`src/rtl/moving_platform.sv`:
```
// Platform that shuttles between a home and a far position one step per divided
// frame tick, reports per-step displacement, sprite hit-testing and rider detection.
module moving_platform #(
   parameter int WIDTH     = 64,
   parameter int HEIGHT    = 16,
   parameter int START_X   = 23,
   parameter int START_Y   = 256,
   parameter int END_X     = 23,
   parameter int END_Y     = 303,
   parameter int SPEED     = 1,
   parameter int FRAME_DIV = 3,
   parameter int MODE      = 0
) (
   input  logic               Clk,
   input  logic               Reset,
   input  logic               frame_clk,
   input  logic               trigger,
   input  logic [9:0]         DrawX,
   input  logic [9:0]         DrawY,
   input  logic signed [15:0] p1_left,
   input  logic signed [15:0] p1_right,
   input  logic signed [15:0] p1_bottom,
   input  logic signed [15:0] p2_left,
   input  logic signed [15:0] p2_right,
   input  logic signed [15:0] p2_bottom,
   output logic signed [15:0] pos_x,
   output logic signed [15:0] pos_y,
   output logic               is_platform,
   output logic [15:0]        rom_addr,
   output logic               step_valid,
   output logic signed [15:0] step_dx,
   output logic signed [15:0] step_dy,
   output logic               p1_riding,
   output logic               p2_riding,
   output logic [1:0]         state,
   output logic               busy
);
   typedef enum logic [1:0] {
      AT_START = 2'd0,
      FWD      = 2'd1,
      AT_END   = 2'd2,
      BACK     = 2'd3
   } state_t;

   localparam logic signed [15:0] SX    = 16'(START_X);
   localparam logic signed [15:0] SY    = 16'(START_Y);
   localparam logic signed [15:0] EX    = 16'(END_X);
   localparam logic signed [15:0] EY    = 16'(END_Y);
   localparam logic signed [15:0] W16   = 16'(WIDTH);
   localparam logic signed [15:0] H16   = 16'(HEIGHT);
   localparam logic signed [15:0] SPD16 = 16'(SPEED);
   localparam logic signed [16:0] SPD17 = 17'(SPEED);
   localparam logic [7:0]         DIV   = 8'(FRAME_DIV);

   state_t             state_q, state_d;
   logic               fc_s, fc_prev, frame_tick;
   logic               trig_s, trig_prev, goal;
   logic [7:0]         div_cnt;
   logic               step_now, moving, arrived;
   logic signed [15:0] tgt_x, tgt_y, nx, ny;
   logic signed [15:0] rel_x, rel_y;

   // Move one axis toward its target by at most SPEED, landing exactly on it.
   function automatic logic signed [15:0] approach(input logic signed [15:0] p,
                                                   input logic signed [15:0] t);
      logic signed [16:0] diff;
      diff = {t[15], t} - {p[15], p};
      if (diff <= SPD17 && diff >= -SPD17)
         approach = t;
      else if (diff > 17'sd0)
         approach = p + SPD16;
      else
         approach = p - SPD16;
   endfunction

   // Previous samples reset high so levels held through reset produce no edge.
   always_ff @(posedge Clk) begin
      if (Reset) begin
         fc_s       <= 1'b1;
         fc_prev    <= 1'b1;
         frame_tick <= 1'b0;
         trig_s     <= 1'b1;
         trig_prev  <= 1'b1;
      end else begin
         fc_s       <= frame_clk;
         fc_prev    <= fc_s;
         frame_tick <= fc_s & ~fc_prev;
         trig_s     <= trigger;
         trig_prev  <= trig_s;
      end
   end

   always_ff @(posedge Clk) begin
      if (Reset)
         div_cnt <= 8'd0;
      else if (frame_tick)
         div_cnt <= (div_cnt == DIV) ? 8'd0 : div_cnt + 8'd1;
   end

   always_ff @(posedge Clk) begin
      if (Reset)
         goal <= 1'b0;
      else if (MODE == 0)
         goal <= trigger;
      else if (trig_s && !trig_prev)
         goal <= ~goal;
   end

   always_ff @(posedge Clk) begin
      if (Reset)
         state_q <= AT_START;
      else
         state_q <= state_d;
   end

   // Target follows the current direction, so a goal flip on a step cycle
   // still completes that step toward the old target.
   always_comb begin
      step_now = frame_tick && (div_cnt == DIV);
      moving   = step_now && (state_q == FWD || state_q == BACK);
      tgt_x    = (state_q == BACK) ? SX : EX;
      tgt_y    = (state_q == BACK) ? SY : EY;
      nx       = approach(pos_x, tgt_x);
      ny       = approach(pos_y, tgt_y);
      arrived  = moving && (nx == tgt_x) && (ny == tgt_y);
      state_d  = state_q;
      case (state_q)
         AT_START: if (goal) state_d = FWD;
         AT_END:   if (!goal) state_d = BACK;
         FWD: begin
            if (arrived)    state_d = AT_END;
            else if (!goal) state_d = BACK;
         end
         BACK: begin
            if (arrived)   state_d = AT_START;
            else if (goal) state_d = FWD;
         end
         default: state_d = AT_START;
      endcase
   end

   always_comb begin
      busy        = (state_q == FWD) || (state_q == BACK);
      rel_x       = $signed({6'd0, DrawX}) - pos_x;
      rel_y       = $signed({6'd0, DrawY}) - pos_y;
      is_platform = (rel_x >= 16'sd0) && (rel_x < W16) &&
                    (rel_y >= 16'sd0) && (rel_y < H16);
      rom_addr    = 16'(rel_y * W16 + rel_x);
   end

   assign state = state_q;

   always_ff @(posedge Clk) begin
      if (Reset) begin
         pos_x      <= SX;
         pos_y      <= SY;
         step_valid <= 1'b0;
         step_dx    <= 16'sd0;
         step_dy    <= 16'sd0;
      end else if (moving) begin
         pos_x      <= nx;
         pos_y      <= ny;
         step_valid <= (nx != pos_x) || (ny != pos_y);
         step_dx    <= nx - pos_x;
         step_dy    <= ny - pos_y;
      end else begin
         step_valid <= 1'b0;
         step_dx    <= 16'sd0;
         step_dy    <= 16'sd0;
      end
   end

   // A player rides when standing on the row just above the top edge and overlapping it.
   always_ff @(posedge Clk) begin
      if (Reset) begin
         p1_riding <= 1'b0;
         p2_riding <= 1'b0;
      end else begin
         p1_riding <= (p1_bottom == pos_y - 16'sd1) && (p1_right >= pos_x) &&
                      (p1_left <= pos_x + W16 - 16'sd1);
         p2_riding <= (p2_bottom == pos_y - 16'sd1) && (p2_right >= pos_x) &&
                      (p2_left <= pos_x + W16 - 16'sd1);
      end
   end
endmodule

```
`config.mk`:
```
export PLATFORM = sky130hd
export DESIGN_NAME = moving_platform
export DESIGN_NICKNAME = d
export VERILOG_FILES = /design/src/rtl/moving_platform.sv
export SDC_FILE = /design/constraint.sdc
export NUM_CORES = 1
export LEC_CHECK = 0
export BUFFER_PORTS_ARGS = -buffer_cell sky130_fd_sc_hd__buf_2
export CAP_MARGIN = 20
export CORE_UTILIZATION = 30
export CTS_CLUSTER_SIZE = 24
export DETAILED_ROUTE_END_ITERATION = 7
export PLACE_DENSITY_LB_ADDON = 0.3
export REMOVE_ABC_BUFFERS = 1
export SKIP_LAST_GASP = 1
export SYNTH_ARGS = -nofsm -noshare
export SYNTH_HDL_FRONTEND = slang
export SYNTH_SLANG_ARGS = --single-unit
```
`constraint.sdc`:
```
create_clock -name Clk -period 9.66 [get_ports Clk]
set_input_delay 2.415 -clock Clk [delete_from_list [all_inputs] [get_ports Clk]]
set_output_delay 2.415 -clock Clk [all_outputs]
set_load 0.02 [all_outputs]
```
# Yosys cells after proc, flatten, opt, wreduce, memory -nomap -nowiden
# Cells that the tools add are included.
dict set report classes {
  n_mul 0
  addsub 14
  n_lt_le_gt_ge 14
  n_reduce_logical 17
  n_eq_ne 10
  mux 11
  bitwise 3
  n_div 0
  n_shift 0
}
# op n
set op_table {}
lappend op_table {{2-to-1 mux 16 bit} 4}
lappend op_table {{subtractor 16 x 2 -> 16 bit (second input constant)} 3}
lappend op_table {{greater-or-equal comparator 17 x 1 -> 1 bit (second input constant)} 2}
lappend op_table {{> comparator 17 x 1 -> 1 bit (second input constant)} 2}
lappend op_table {{less-or-equal comparator 17 x 2 -> 1 bit (second input constant)} 2}
lappend op_table {{adder 16 x 2 -> 16 bit (second input constant)} 2}
lappend op_table {{equality test 16 bit} 2}
lappend op_table {{greater-or-equal comparator 16 x 1 -> 1 bit (second input constant)} 2}
lappend op_table {{greater-or-equal comparator 16 bit} 2}
lappend op_table {{less-or-equal comparator 16 bit} 2}
lappend op_table {{!= test 16 bit} 2}
lappend op_table {{subtractor 11 x 16 -> 16 bit} 2}
lappend op_table {{subtractor 16 bit} 2}
lappend op_table {{subtractor 10 x 16 -> 17 bit} 1}
lappend op_table {{subtractor 6 x 16 -> 17 bit (first input constant)} 1}
lappend op_table {{adder 16 bit} 1}
lappend op_table {{adder 16 x 8 -> 16 bit (second input constant)} 1}
lappend op_table {{equality test 16 x 10 -> 1 bit} 1}
lappend op_table {{equality test 16 x 6 -> 1 bit (second input constant)} 1}
lappend op_table {{less-than comparator 16 x 6 -> 1 bit (second input constant)} 1}
lappend op_table {{less-than comparator 16 x 8 -> 1 bit (second input constant)} 1}
lappend op_table {{logical AND 1 bit} 13}
lappend op_table {{adder 8 x 1 -> 8 bit (second input constant)} 1}
lappend op_table {{equality test 8 x 2 -> 1 bit (second input constant)} 1}
lappend op_table {{other kinds (11)} 17}
dict set report word_totals {
  out_inout_bits 87
  memories 0
  rom_bits 0
  ramBits 0
  input_bits 120
  latch_bits 0
  reg_bits 81
}

# Depth between registers and ports, before layout
# Gate-level depths: netlist (run 1).
dict set report logic_depth {
  word_depth 10
  depth_mapped 34
  mapped_depth_nobuf 33
}

# Least setup slack after synthesis (run 1)
# No wires, ideal clock.
dict set report synth_timing {
  path_type {input -> output}
  from {input DrawX[1]}
  to {output rom_addr[15]}
  required_ns 7.245
  path_buffers 0
  stages 21
  t_arrival_ns 5.889
  setup_slack_ns 1.356
  cell_sequence {ha_1 nor2b_1 o21ai_0 a21boi_0 o21ai_0 a21boi_0 o21ai_0 nand2_1 xnor2_1 inv_1 ha_1 a21o_1 a21oi_1 o21bai_1 a21oi_1 o21bai_1 a21oi_1 o21bai_1 a21oi_1 xor2_1 xnor2_1}
}
dict set report synth_via {
  elab_chain_cells 2
}
# element line_no
set synth_lines {}
lappend synth_lines {{start: declaration} 18} ;# input logic [9:0] DrawX,
lappend synth_lines {{subtractor 11 x 16 -> 16 bit} 144} ;# rel_x = $signed({6'd0, DrawX}) - pos_x;
lappend synth_lines {{adder 16 bit} 148} ;# rom_addr = 16'(rel_y * W16 + rel_x);
lappend synth_lines {{end: declaration} 29} ;# output logic [15:0] rom_addr,
# No other way between the ends.

# Final worst setup path (run 1)
# Ends and elaborated chain as after synthesis.

==> results of run 1 <==
metal layers:
metal	up-vias	routed length, um
met5	-	0
met4	0	1068
met3	50	1838
met2	319	15860
met1	4893	16980
li1	5147	-
state kept, by name (all words and copies together), names as in the netlist:
name,count
p2_riding,1
frame_tick,1
p1_riding,1
step_dx,16
goal,1
fc_prev,1
pos_x,16
step_dy,16
div_cnt,8
fc_s,1
state,2
step_valid,1
pos_y,16
synthesized netlist by cell type, types with 3 or more instances:
cell type                   instances
sky130_fd_sc_hd__a2111oi_0          4
sky130_fd_sc_hd__a211o_1            8
sky130_fd_sc_hd__a211oi_1          10
sky130_fd_sc_hd__a21boi_0           9
sky130_fd_sc_hd__a21o_1            32
sky130_fd_sc_hd__a21oi_1           95
sky130_fd_sc_hd__a221oi_1           6
sky130_fd_sc_hd__a31oi_1            7
sky130_fd_sc_hd__and2_1            18
sky130_fd_sc_hd__and3_1            13
sky130_fd_sc_hd__and4_1             5
sky130_fd_sc_hd__buf_1              5
sky130_fd_sc_hd__buf_2              5
sky130_fd_sc_hd__clkbuf_1          39
sky130_fd_sc_hd__dfxtp_1           81
sky130_fd_sc_hd__fa_1               7
sky130_fd_sc_hd__ha_1             155
sky130_fd_sc_hd__inv_1             93
sky130_fd_sc_hd__mux2i_1           10
sky130_fd_sc_hd__nand2_1          118
sky130_fd_sc_hd__nand2b_1          13
sky130_fd_sc_hd__nand3_1           32
sky130_fd_sc_hd__nand4_1           45
sky130_fd_sc_hd__nor2_1           102
sky130_fd_sc_hd__nor2b_1           25
sky130_fd_sc_hd__nor3_1            33
sky130_fd_sc_hd__nor3b_1            5
sky130_fd_sc_hd__nor4_1            20
sky130_fd_sc_hd__o2111ai_1          4
sky130_fd_sc_hd__o211ai_1          15
sky130_fd_sc_hd__o21a_1            19
sky130_fd_sc_hd__o21ai_0           55
sky130_fd_sc_hd__o21bai_1          10
sky130_fd_sc_hd__o221a_2            3
sky130_fd_sc_hd__o221ai_1           4
sky130_fd_sc_hd__o22a_1             4
sky130_fd_sc_hd__o22ai_1            3
sky130_fd_sc_hd__o31ai_1            4
sky130_fd_sc_hd__or2_2             11
sky130_fd_sc_hd__or3_1             14
sky130_fd_sc_hd__or4_1              7
sky130_fd_sc_hd__xnor2_1          101
sky130_fd_sc_hd__xor2_1            45
critical path: cells and delay by family:
| kind | cells | cell delay, ps |
|---|---|---|
| AO/OA/AOI/OAI | 13 | 2480 |
| XOR/XNOR | 3 | 590 |
| adder cells (fa/ha/maj) | 2 | 540 |
| buffers and inverters | 3 | 390 |
| AND/OR/NAND/NOR | 2 | 260 |
stage by stage:
step                      power (mW)  cells  cell area [um^2]
after floorplan               0.5094   1287              9983
final                         0.9450   1965             11950
after global routing          0.9955   1965             11950
after global placement        0.5877   1949             11640
after CTS                     0.9562   1965             11940
after detailed placement      0.5905   1949             11640
worst max path at each step:
stage	endpoint	cells after the start
floorplan	rom_addr[15]	21
CTS	rom_addr[15]	23
finish	rom_addr[15]	23
detailed placement	rom_addr[15]	23
global placement	rom_addr[15]	23
global route	rom_addr[15]	23
power by group:
part	total (mW)	switching [mW]	internal [mW]
clock network	0.361	0.158	0.202
logic	0.247	0.137	0.109
registers	0.338	0.00205	0.336
total	0.945	0.298	0.647
final cells by class:
class	instances	area (um^2)
Fill cell	3544	21500
Multi-Input combinational cell	1112	8019
Sequential cell	81	1622
Timing Repair Buffer	214	1091
Tap cell	448	560.5
Inverter	94	352.8
Clock buffer	9	225.2
Clock inverter	7	76.32
logic make-up (layout without fill, tap and decap cells):
group / after synthesis / count (layout) / synth area share (%)
adder cells (fa/ha/maj): 162 / 162 / 20.40
AND/OR/NAND/NOR: 473 / 473 / 23.41
buffers and inverters: 145 / 324 / 5.547
XOR/XNOR: 146 / 146 / 12.54
AO/OA/AOI/OAI: 320 / 320 / 21.11
flip-flops: 81 / 81 / 15.90
multiplexers: 11 / 11 / 1.092
repair_timing:
item / CTS / global route
setup endpoints to repair: 0 / 1
setup buffers: 0 / 0
hold endpoints to repair: 0 / 0
resized for setup: 0 / 1
==> impl_metrics.sql, run 1 <==
INSERT INTO impl_metrics (metric_group, metric, value, unit) VALUES
('critical_path', 'critical_path_required', '7250', 'ps'),
('timing', 'setup_tns', '0', 'ps'),
('critical_path', 'arrival', '6670', 'ps'),
('clock_tree', 'cts.path.max_buffers', '2', ''),
('global_routing', 'global_route.usage.met2', '32.52', '%'),
('clock_tree', 'tritoncts.num_buffers', '9', ''),
('clock_tree', 'cts_sinks', '81', ''),
('synth', 'count_of_flip_flops_with_a_built_in_enable_after_synthesis', '0', ''),
('synth', 'largest_area_contributor_in_the_synthesized_netlist', 'sky130_fd_sc_hd__ha_1', ''),
('timing', 'fin_worst_hold_slack', '391.7', 'ps'),
('min_path', 'worst_hold_path.endpoint', 'frame_tick', ''),
('global_routing', 'track_usage', '20.36', '%'),
('global_routing', 'grt.met1_usage', '27.75', '%'),
('outcome', 'run_status', 'finished clean', ''),
('global_routing', 'grt_pass1_vias', '10330', ''),
('timing', 'tightestPinTransition', '1039', 'ps'),
('route', 'drc', '0', ''),
('clock_tree', 'worstSkewPairLatency', '360', 'ps'),
('global_routing', 'grt_max_degree', '41', ''),
('cells_and_area', 'drive_above_1_share', '16.88', '%'),
('power', 'powerDensity', '79.10', 'nW/um^2'),
('synth', 'synthFlopType', 'sky130_fd_sc_hd__dfxtp_1', ''),
('min_path', 'timing.hold.worst_path_depth', '1', ''),
('cells_and_area', 'total_nets_final', '1794', ''),
('power', 'power.ir.vdd_worst', '0.08774', 'mV'),
('cells_and_area', 'final_cell_mix', '206 x sky130_fd_sc_hd__buf_2, 155 x sky130_fd_sc_hd__ha_1, 118 x sky130_fd_sc_hd__nand2_1', ''),
('synth', 'synth_async_sr_flop_share', '0', '%'),
('floorplanning', 'die_height', '186.4', 'um'),
('job', 'max_cap_violations', '0', ''),
('timing', 'relSlewSlack', '29.86', '%'),
('critical_path', 'crit_path_start_kind', 'primary input', ''),
('placed_design', 'dpl_worst_slack', '522.0', 'ps'),
('route', 'dr_total_vias', '10410', ''),
('route', 'avgRoutedWirePerCell', '18.19', 'um'),
('timing', 'worst_clock_skew', '7.535', 'ps'),
('timing', 'peak_freq', '110.1', 'MHz'),
('critical_path', 'reg2reg_from', 'state[0]', ''),
('clock_tree', 'clk_root_buffer_cell', 'sky130_fd_sc_hd__clkbuf_16', ''),
('cells_and_area', 'final_util', '35.72', '%'),
('synth', 'yosys-top-cells-area', 'sky130_fd_sc_hd__ha_1 19%, sky130_fd_sc_hd__dfxtp_1 16%, sky130_fd_sc_hd__xnor2_1 8.7%, sky130_fd_sc_hd__a21oi_1 4.7%, sky130_fd_sc_hd__nand2_1 4.3%', ''),
('timing', 'min_period_over_period', '94.06', '%'),
('synth', 'flip_flop_and_latch_count_after_synthesis', '81', ''),
('synth', 'sequential_area_share_after_synthesis', '15.90', '%'),
('placed_design', 'numPortBuffers', '206', ''),
('placed_design', 'dp_hpwl', '28.69', 'mm'),
('critical_path', 'reg2regPathDepth', '29', ''),
('global_routing', 'grt_first_pass_wirelength', '56.43', 'mm'),
('floorplanning', 'fp.dieArea', '34730', 'um^2'),
('floorplanning', 'initial_utilization', '30.48', '%'),
('synth', 'syn-instance-count', '1338', ''),
('synth', 'syn-cell-area', '10200', 'um^2'),
('cells_and_area', 'diodes', '0', ''),
('timing', 'finalCriticalPeriod', '9086', 'ps'),
('critical_path', 'worstSetupEndpointType', 'output port', ''),
('global_routing', 'globalRouteOverflowTotal', '0', ''),
('critical_path', 'critical_path.reg2reg.endpoint', 'step_dy[15]', ''),
('route', 'drt_first_iter_violations', '601', ''),
('timing', 'setup_repair_after_global_routing_missed_its_margin', 'no', ''),
('synth', 'average_cell_area_after_synthesis', '7.620', 'um^2'),
('floorplanning', 'boundaryPins', '207', ''),
('floorplanning', 'placement_rows', '67', ''),
('clock_tree', 'cts_tree', 'done', ''),
('global_routing', 'grt_util_met3', '2.389', '%'),
('route', 'final_antenna_net_count', '0', ''),
('route', 'detail_route.wirelength', '35.75', 'mm'),
('critical_path', 'crit_top_cell', 'sky130_fd_sc_hd__a21oi_1', ''),
('timing', 'number_of_hold_slack_violations_in_the_final_timing_report', '0', ''),
('global_routing', 'grt_most_used_layer', 'met2', ''),
('critical_path', 'worstPathCellList', 'buf_2, ha_1, nor2b_1, o21ai_0, a21boi_0, o21ai_0, a21boi_0, o21ai_0, nand2_1, xnor2_2, inv_1, ha_1, a21o_1, a21oi_1, o21bai_1, a21oi_1, o21bai_1, a21oi_1, o21bai_1, a21oi_1, xor2_1, xnor2_1, buf_2', ''),
('clock_tree', 'cts-htree-levels', '3', ''),
('synth', 'distinct_cell_type_count_of_the_synthesized_netlist', '76', '');
No activity file was read; power rests on OpenSTA's default activity.
==> inputs of run 2 (changes only) <==
--- a/config.mk
+++ b/config.mk
@@ -5,11 +5,11 @@
 export SDC_FILE = /design/constraint.sdc
 export NUM_CORES = 1
 export LEC_CHECK = 0
-export BUFFER_PORTS_ARGS = -buffer_cell sky130_fd_sc_hd__buf_2
 export CAP_MARGIN = 20
 export CORE_UTILIZATION = 30
 export CTS_CLUSTER_SIZE = 24
 export DETAILED_ROUTE_END_ITERATION = 7
+export DONT_BUFFER_PORTS = 1
 export PLACE_DENSITY_LB_ADDON = 0.3
 export REMOVE_ABC_BUFFERS = 1
 export SKIP_LAST_GASP = 1
==> impl_metrics.sql, run 2 (synthesis results as in run 1) <==
INSERT INTO impl_metrics (metric_group, metric, value, unit) VALUES
('clock_tree', 'cts.path.max_buffers', '2', ''),
('route', 'drc', '0', ''),
('clock_tree', 'cts_sinks', '81', ''),
('critical_path', 'reg2reg_from', 'state[0]', ''),
('placed_design', 'detailed_place.area', '10670', 'um^2'),
('global_routing', 'globalRouteOverflowTotal', '0', ''),
('clock_tree', 'clk_root_buffer_cell', 'sky130_fd_sc_hd__clkbuf_16', ''),
('floorplanning', 'design.core.area', '33450', 'um^2'),
('placed_design', 'numPortBuffers', '0', ''),
('power', 'p_switching', '0.2844', 'mW'),
('critical_path', 'critical_path_required', '7250', 'ps'),
('power', 'sw_frac_of_total', '30.47', '%'),
('cells_and_area', 'final_cell_mix', '155 x sky130_fd_sc_hd__ha_1, 118 x sky130_fd_sc_hd__nand2_1, 101 x sky130_fd_sc_hd__nor2_1, 101 x sky130_fd_sc_hd__xnor2_1, 95 x sky130_fd_sc_hd__a21oi_1', ''),
('power', 'comb_power_share', '21.4', '%'),
('clock_tree', 'cts-htree-levels', '3', ''),
('floorplanning', 'placement_rows', '67', ''),
('timing', 'peak_freq', '110.7', 'MHz'),
('timing', 'number_of_hold_slack_violations_in_the_final_timing_report', '0', ''),
('timing', 'fin_worst_hold_slack', '391.2', 'ps'),
('global_routing', 'grt_max_degree', '41', ''),
('critical_path', 'worst_setup_path_start', 'DrawX[1]', ''),
('floorplanning', 'initial_utilization', '30.48', '%'),
('global_routing', 'grt_pass1_vias', '9580', ''),
('clock_tree', 'cts_tree', 'done', ''),
('cells_and_area', 'final_util', '32.96', '%'),
('clock_tree', 'worstSkewPairLatency', '350', 'ps'),
('route', 'dr_total_vias', '9689', ''),
('global_routing', 'grt_first_pass_wirelength', '55.08', 'mm'),
('min_path', 'timing.hold.worst.class', 'reg2reg', ''),
('outcome', 'run_status', 'finished clean', ''),
('placed_design', 'finalWeightedCongestion', '0.9187', ''),
('floorplanning', 'die_height', '186.4', 'um'),
('placed_design', 'placed_cells_incl_taps', '1751', ''),
('placed_design', 'dpl_worst_slack', '668.8', 'ps'),
('clock_tree', 'clkTransAtPathRegs', '70', 'ps'),
('critical_path', 'crit_path_start_kind', 'primary input', ''),
('cells_and_area', 'syn_to_final_growth', '8.136', '%'),
('timing', 'finalWorstSetupSlack', '623.2', 'ps'),
('clock_tree', 'resized_after_cts', '0', ''),
('clock_tree', 'post-cts-setup-buffer-count', '0', ''),
('power', 'cell_internal_pwr', '0.6490', 'mW'),
('cells_and_area', 'drive_above_1_share', '4.394', '%'),
('critical_path', 'timing_worst_setup_path_type', 'in2out', ''),
('timing', 'setup_repair_after_global_routing_missed_its_margin', 'no', ''),
('route', 'avgRoutedWirePerCell', '20.08', 'um'),
('timing', 'setup-violations-final', '0', ''),
('timing', 'drv_slew', '0', ''),
('cells_and_area', 'diodes', '0', ''),
('floorplanning', 'boundaryPins', '207', ''),
('global_routing', 'track_usage', '20.15', '%'),
('timing', 'relSlewSlack', '27.21', '%'),
('cells_and_area', 'design_area', '11030', 'um^2'),
('power', 'powerDensity', '84.66', 'nW/um^2'),
('route', 'detail_route.wirelength', '35.51', 'mm'),
('critical_path', 'arrival', '6620', 'ps'),
('min_path', 'timing.hold.worst.start', 'fc_prev', ''),
('job', 'max_cap_violations', '0', ''),
('clock_tree', 'ctsHoldBuffers', '0', ''),
('power', 'finalPower', '0.9334', 'mW'),
('clock_tree', 'tritoncts.num_buffers', '9', ''),
('global_routing', 'antenna_found_initial', '0', ''),
('power', 'power.sequential.fraction', '36.4', '%'),
('floorplanning', 'die_w', '186.4', 'um'),
('critical_path', 'reg2regPathDepth', '30', ''),
('route', 'drt_first_iter_violations', '641', ''),
('critical_path', 'critical_path_peak_fanout', '3', ''),
('power', 'leakage', '4.574', 'nW'),
('timing', 'min_period_over_period', '93.55', '%'),
('critical_path', 'worstSetupEndpointType', 'output port', ''),
('route', 'final_antenna_net_count', '0', ''),
('power', 'power.ir.vdd_worst', '0.06794', 'mV'),
('timing', 'setup_tns', '0', 'ps'),
('route', 'firstDrtPassIters', '6', ''),
('cells_and_area', 'final_cell_count_no_fill', '1768', ''),
('placed_design', 'dp_hpwl', '28.67', 'mm'),
('timing', 'worst_clock_skew', '7.907', 'ps'),
('power', 'clockPowerShare', '42.2', '%'),
('cells_and_area', 'total_nets_final', '1597', ''),
('route', 'drt-vias-per-instance', '5.480', ''),
('cells_and_area', 'final_common_cell', 'sky130_fd_sc_hd__ha_1', ''),
('timing', 'finalCriticalPeriod', '9037', 'ps'),
('min_path', 'timing.hold.worst_path_depth', '1', ''),
('floorplanning', 'fp.dieArea', '34730', 'um^2'),
('timing', 'tightestPinTransition', '1082', 'ps');
## run 2: cell count changes in the layout (fill, tap and decap cells not counted)
cell / change
sky130_fd_sc_hd__clkinv_4: -1
sky130_fd_sc_hd__clkinv_2: -1
sky130_fd_sc_hd__clkinvlp_4: -2
sky130_fd_sc_hd__buf_4: +8
sky130_fd_sc_hd__buf_2: -206
sky130_fd_sc_hd__xnor2_1: +1
sky130_fd_sc_hd__buf_16: +1
sky130_fd_sc_hd__xnor2_2: -1
sky130_fd_sc_hd__bufinv_16: +1
sky130_fd_sc_hd__inv_8: +1
sky130_fd_sc_hd__inv_6: +2
## run 2: area by class of cell
| cell class | count | area (um^2) |
|---|---|---|
| timing repair buffer | 17 | 147.6 |
| sequential | 81 | 1622 |
| multi-input combinational | 1112 | 8011 |
| tap | 448 | 560.5 |
| clock buffer | 9 | 225.2 |
| inverter | 94 | 352.8 |
| clock inverter | 7 | 106.4 |
| fill | 3512 | 22420 |
## run 2: power by group through the flow
stage / sequential (mW) / combinational, mW / clock [mW]
after floorplan: 0.347 / 0.163 / 0
after global placement: 0.347 / 0.193 / 0
after detailed placement: 0.347 / 0.196 / 0
after CTS: 0.340 / 0.198 / 0.405
after global routing: 0.340 / 0.222 / 0.416
final: 0.340 / 0.199 / 0.394
## run 2: worst max-delay path: stages
cell and delay (ps):
sky130_fd_sc_hd__ha_1 260, sky130_fd_sc_hd__nor2b_1 120, sky130_fd_sc_hd__o21ai_0 200, sky130_fd_sc_hd__a21boi_0 150, sky130_fd_sc_hd__o21ai_0 240, sky130_fd_sc_hd__a21boi_0 230
sky130_fd_sc_hd__o21ai_0 310, sky130_fd_sc_hd__nand2_1 110, sky130_fd_sc_hd__xnor2_1 360, sky130_fd_sc_hd__inv_1 90, sky130_fd_sc_hd__ha_1 280, sky130_fd_sc_hd__a21o_1 180
sky130_fd_sc_hd__a21oi_1 230, sky130_fd_sc_hd__o21bai_1 90, sky130_fd_sc_hd__a21oi_1 230, sky130_fd_sc_hd__o21bai_1 90, sky130_fd_sc_hd__a21oi_1 230, sky130_fd_sc_hd__o21bai_1 90
sky130_fd_sc_hd__a21oi_1 180, sky130_fd_sc_hd__xor2_1 100, sky130_fd_sc_hd__xnor2_1 440
## run 2: worst paths after layout
| kind | endpoint | slack, ps |
|---|---|---|
| worst max-delay path | rom_addr[15] | 620 |
| worst min-delay path | frame_tick | 390 |
| worst max register to register | step_dy[15] | 2150 |
| worst min register to register | frame_tick | 390 |
## run 2: metal layers
layer	share of wire, %	global-route usage (%)
met3	8.7	5.304
met2	45	32.56
met5	0	0
met4	2.7	6.771
met1	44	25.82
==> inputs of run 3 (changes only) <==
--- a/config.mk
+++ b/config.mk
@@ -6,7 +6,7 @@
 export NUM_CORES = 1
 export LEC_CHECK = 0
 export CAP_MARGIN = 20
-export CORE_UTILIZATION = 30
+export CORE_UTILIZATION = 60
 export CTS_CLUSTER_SIZE = 24
 export DETAILED_ROUTE_END_ITERATION = 7
 export DONT_BUFFER_PORTS = 1
==> impl_metrics.sql, run 3 (synthesis results as in run 1) <==
INSERT INTO impl_metrics (metric_group, metric, value, unit) VALUES
('cells_and_area', 'diodes', '0', ''),
('min_path', 'timing.hold.worst.class', 'reg2reg', ''),
('route', 'dr_total_vias', '10040', ''),
('cells_and_area', 'final_common_cell', 'sky130_fd_sc_hd__ha_1', ''),
('critical_path', 'max_stage_delay', '470', 'ps'),
('cells_and_area', 'drive_above_1_share', '3.884', '%'),
('critical_path', 'r2r_setup_slack', '2220', 'ps'),
('critical_path', 'crit_path_end', 'rom_addr[15]', ''),
('timing', 'setup_repair_after_global_routing_missed_its_margin', 'no', ''),
('job', 'max_cap_violations', '0', ''),
('route', 'drc', '0', ''),
('cells_and_area', 'total_nets_final', '1590', ''),
('timing', 'setup_tns', '0', 'ps'),
('power', 'powerDensity', '84.77', 'nW/um^2'),
('global_routing', 'grt_pass1_vias', '9392', ''),
('timing', 'tightestPinTransition', '973.7', 'ps'),
('outcome', 'run_status', 'finished clean', ''),
('placed_design', 'placed_cells_incl_taps', '1517', ''),
('route', 'final_antenna_net_count', '0', ''),
('route', 'drt-vias-per-instance', '6.547', ''),
('floorplanning', 'die_w', '132.4', 'um'),
('critical_path', 'critical_path_peak_fanout', '3', ''),
('critical_path', 'crit_path_start_kind', 'primary input', ''),
('floorplanning', 'die_height', '132.4', 'um'),
('route', 'detail_route.wirelength', '31.36', 'mm'),
('power', 'power.ir.vdd_worst', '0.1260', 'mV'),
('floorplanning', 'fp.dieArea', '17520', 'um^2'),
('placed_design', 'finalWeightedCongestion', '0.9847', ''),
('clock_tree', 'worstSkewPairLatency', '350', 'ps'),
('clock_tree', 'clk_root_buffer_cell', 'sky130_fd_sc_hd__clkbuf_16', ''),
('critical_path', 'arrival', '6630', 'ps'),
('clock_tree', 'cts_sinks', '81', ''),
('cells_and_area', 'design_area', '10650', 'um^2'),
('route', 'avgRoutedWirePerCell', '20.45', 'um'),
('clock_tree', 'tritoncts.num_buffers', '9', ''),
('floorplanning', 'boundaryPins', '207', ''),
('route', 'drt_first_iter_violations', '980', ''),
('critical_path', 'critical_path_required', '7250', 'ps'),
('timing', 'worst_clock_skew', '9.448', 'ps'),
('timing', 'setup-violations-final', '0', ''),
('cells_and_area', 'final_cell_count_no_fill', '1533', ''),
('critical_path', 'worstSetupEndpointType', 'output port', ''),
('critical_path', 'slowest_stage', 'sky130_fd_sc_hd__xnor2_1', ''),
('clock_tree', 'cts.path.max_buffers', '2', ''),
('global_routing', 'grt_max_degree', '41', ''),
('critical_path', 'reg2reg_from', 'state[0]', ''),
('clock_tree', 'ctsHoldBuffers', '0', ''),
('floorplanning', 'placement_rows', '47', ''),
('global_routing', 'grt_first_pass_wirelength', '48.98', 'mm'),
('timing', 'fin_worst_hold_slack', '386.7', 'ps'),
('global_routing', 'globalRouteOverflowTotal', '0', ''),
('timing', 'drv_slew', '0', ''),
('timing', 'min_period_over_period', '93.65', '%'),
('placed_design', 'dp_hpwl', '24.71', 'mm'),
('placed_design', 'numPortBuffers', '0', ''),
('critical_path', 'crit_top_cell', 'sky130_fd_sc_hd__a21oi_1', ''),
('clock_tree', 'cts-htree-levels', '3', ''),
('route', 'firstDrtPassIters', '6', ''),
('clock_tree', 'resized_after_cts', '0', ''),
('critical_path', 'reg2regPathDepth', '30', ''),
('cells_and_area', 'final_cell_mix', '155 x sky130_fd_sc_hd__ha_1, 118 x sky130_fd_sc_hd__nand2_1, 101 x sky130_fd_sc_hd__nor2_1, 101 x sky130_fd_sc_hd__xnor2_1, 95 x sky130_fd_sc_hd__a21oi_1', ''),
('timing', 'finalCriticalPeriod', '9047', 'ps'),
('critical_path', 'critical_path.reg2reg.endpoint', 'step_dy[15]', ''),
('cells_and_area', 'syn_to_final_growth', '4.430', '%'),
('floorplanning', 'initial_utilization', '61.48', '%'),
('critical_path', 'worstPathCellList', 'ha_1, nor2b_1, o21ai_0, a21boi_0, o21ai_0, a21boi_0, o21ai_0, nand2_1, xnor2_1, inv_1, ha_1, a21o_1, a21oi_1, o21bai_1, a21oi_1, o21bai_1, a21oi_1, o21bai_1, a21oi_1, xor2_1, xnor2_1', ''),
('floorplanning', 'design.core.area', '16580', 'um^2'),
('placed_design', 'detailed_place.area', '10340', 'um^2'),
('clock_tree', 'post-cts-setup-buffer-count', '0', ''),
('timing', 'relSlewSlack', '34.49', '%'),
('timing', 'number_of_hold_slack_violations_in_the_final_timing_report', '0', ''),
('clock_tree', 'clkTransAtPathRegs', '60', 'ps'),
('global_routing', 'antenna_found_initial', '0', ''),
('timing', 'peak_freq', '110.5', 'MHz'),
('critical_path', 'timing_worst_setup_path_type', 'in2out', ''),
('critical_path', 'worst_setup_path_start', 'DrawX[1]', ''),
('cells_and_area', 'final_util', '64.21', '%'),
('global_routing', 'track_usage', '35.06', '%'),
('power', 'leakage', '4.523', 'nW'),
('clock_tree', 'cts_tree', 'done', '');
-- run 3: changes by cell type in the layout (fill, tap and decap cells not counted) --
cell	change
sky130_fd_sc_hd__buf_16	-1
sky130_fd_sc_hd__clkinv_2	+1
sky130_fd_sc_hd__clkbuf_8	+1
sky130_fd_sc_hd__inv_6	-2
sky130_fd_sc_hd__bufinv_16	-1
sky130_fd_sc_hd__buf_4	-6
sky130_fd_sc_hd__clkinv_4	+1
-- run 3: per-layer routing --
metal | global-route usage (%) | wire length, um | up-vias
met3 | 7.920 | 3137 | 100
met1 | 45.52 | 13060 | 4630
met5 | 0 | 0 | -
met4 | 16.09 | 1361 | 0
met2 | 55.15 | 13800 | 555
li1 | - | - | 4752
-- run 3: final cells by class --
cell class | instances | area, um^2
repair buffers | 10 | 75.07
flip-flops and latches | 81 | 1622
well taps | 220 | 275.3
fillers | 1502 | 5936
clock buffers | 10 | 239.0
clock inverters | 6 | 72.57
multi-input cells | 1112 | 8011
inverters | 94 | 352.8
-- run 3: how the worst min path moves through the flow --
stage | startpoint | endpoint | cells past startpoint
global placement | fc_prev | frame_tick | 1
global route | fc_prev | frame_tick | 1
CTS | fc_prev | frame_tick | 1
detailed placement | fc_prev | frame_tick | 1
floorplan | fc_prev | frame_tick | 1
finish | fc_prev | frame_tick | 1
-- run 3: where the power goes --
part | switching, mW | total [mW] | internal, mW
Combinational | 0.118 | 0.200 | 0.0814
Sequential | 0.00394 | 0.340 | 0.336
Clock | 0.152 | 0.363 | 0.211
-- run 3: metrics by stage --
step / power (mW) / setup slack [ps]
CTS: 0.9026 / 681.0
global route: 0.9382 / 7.776
floorplan: 0.5094 / 1355
global placement: 0.5371 / 804.8
finish: 0.9026 / 613.0
detailed placement: 0.5424 / 705.3
-- run 3: critical path: cells and delay by family --
kind	cells	cell delay [ps]
and+or+nand+nor	2	260
adders and majority gates	2	530
AOI/OAI and AO/OA	13	2450
buffers and inverters	1	80
xor gates and xnor gates	3	890
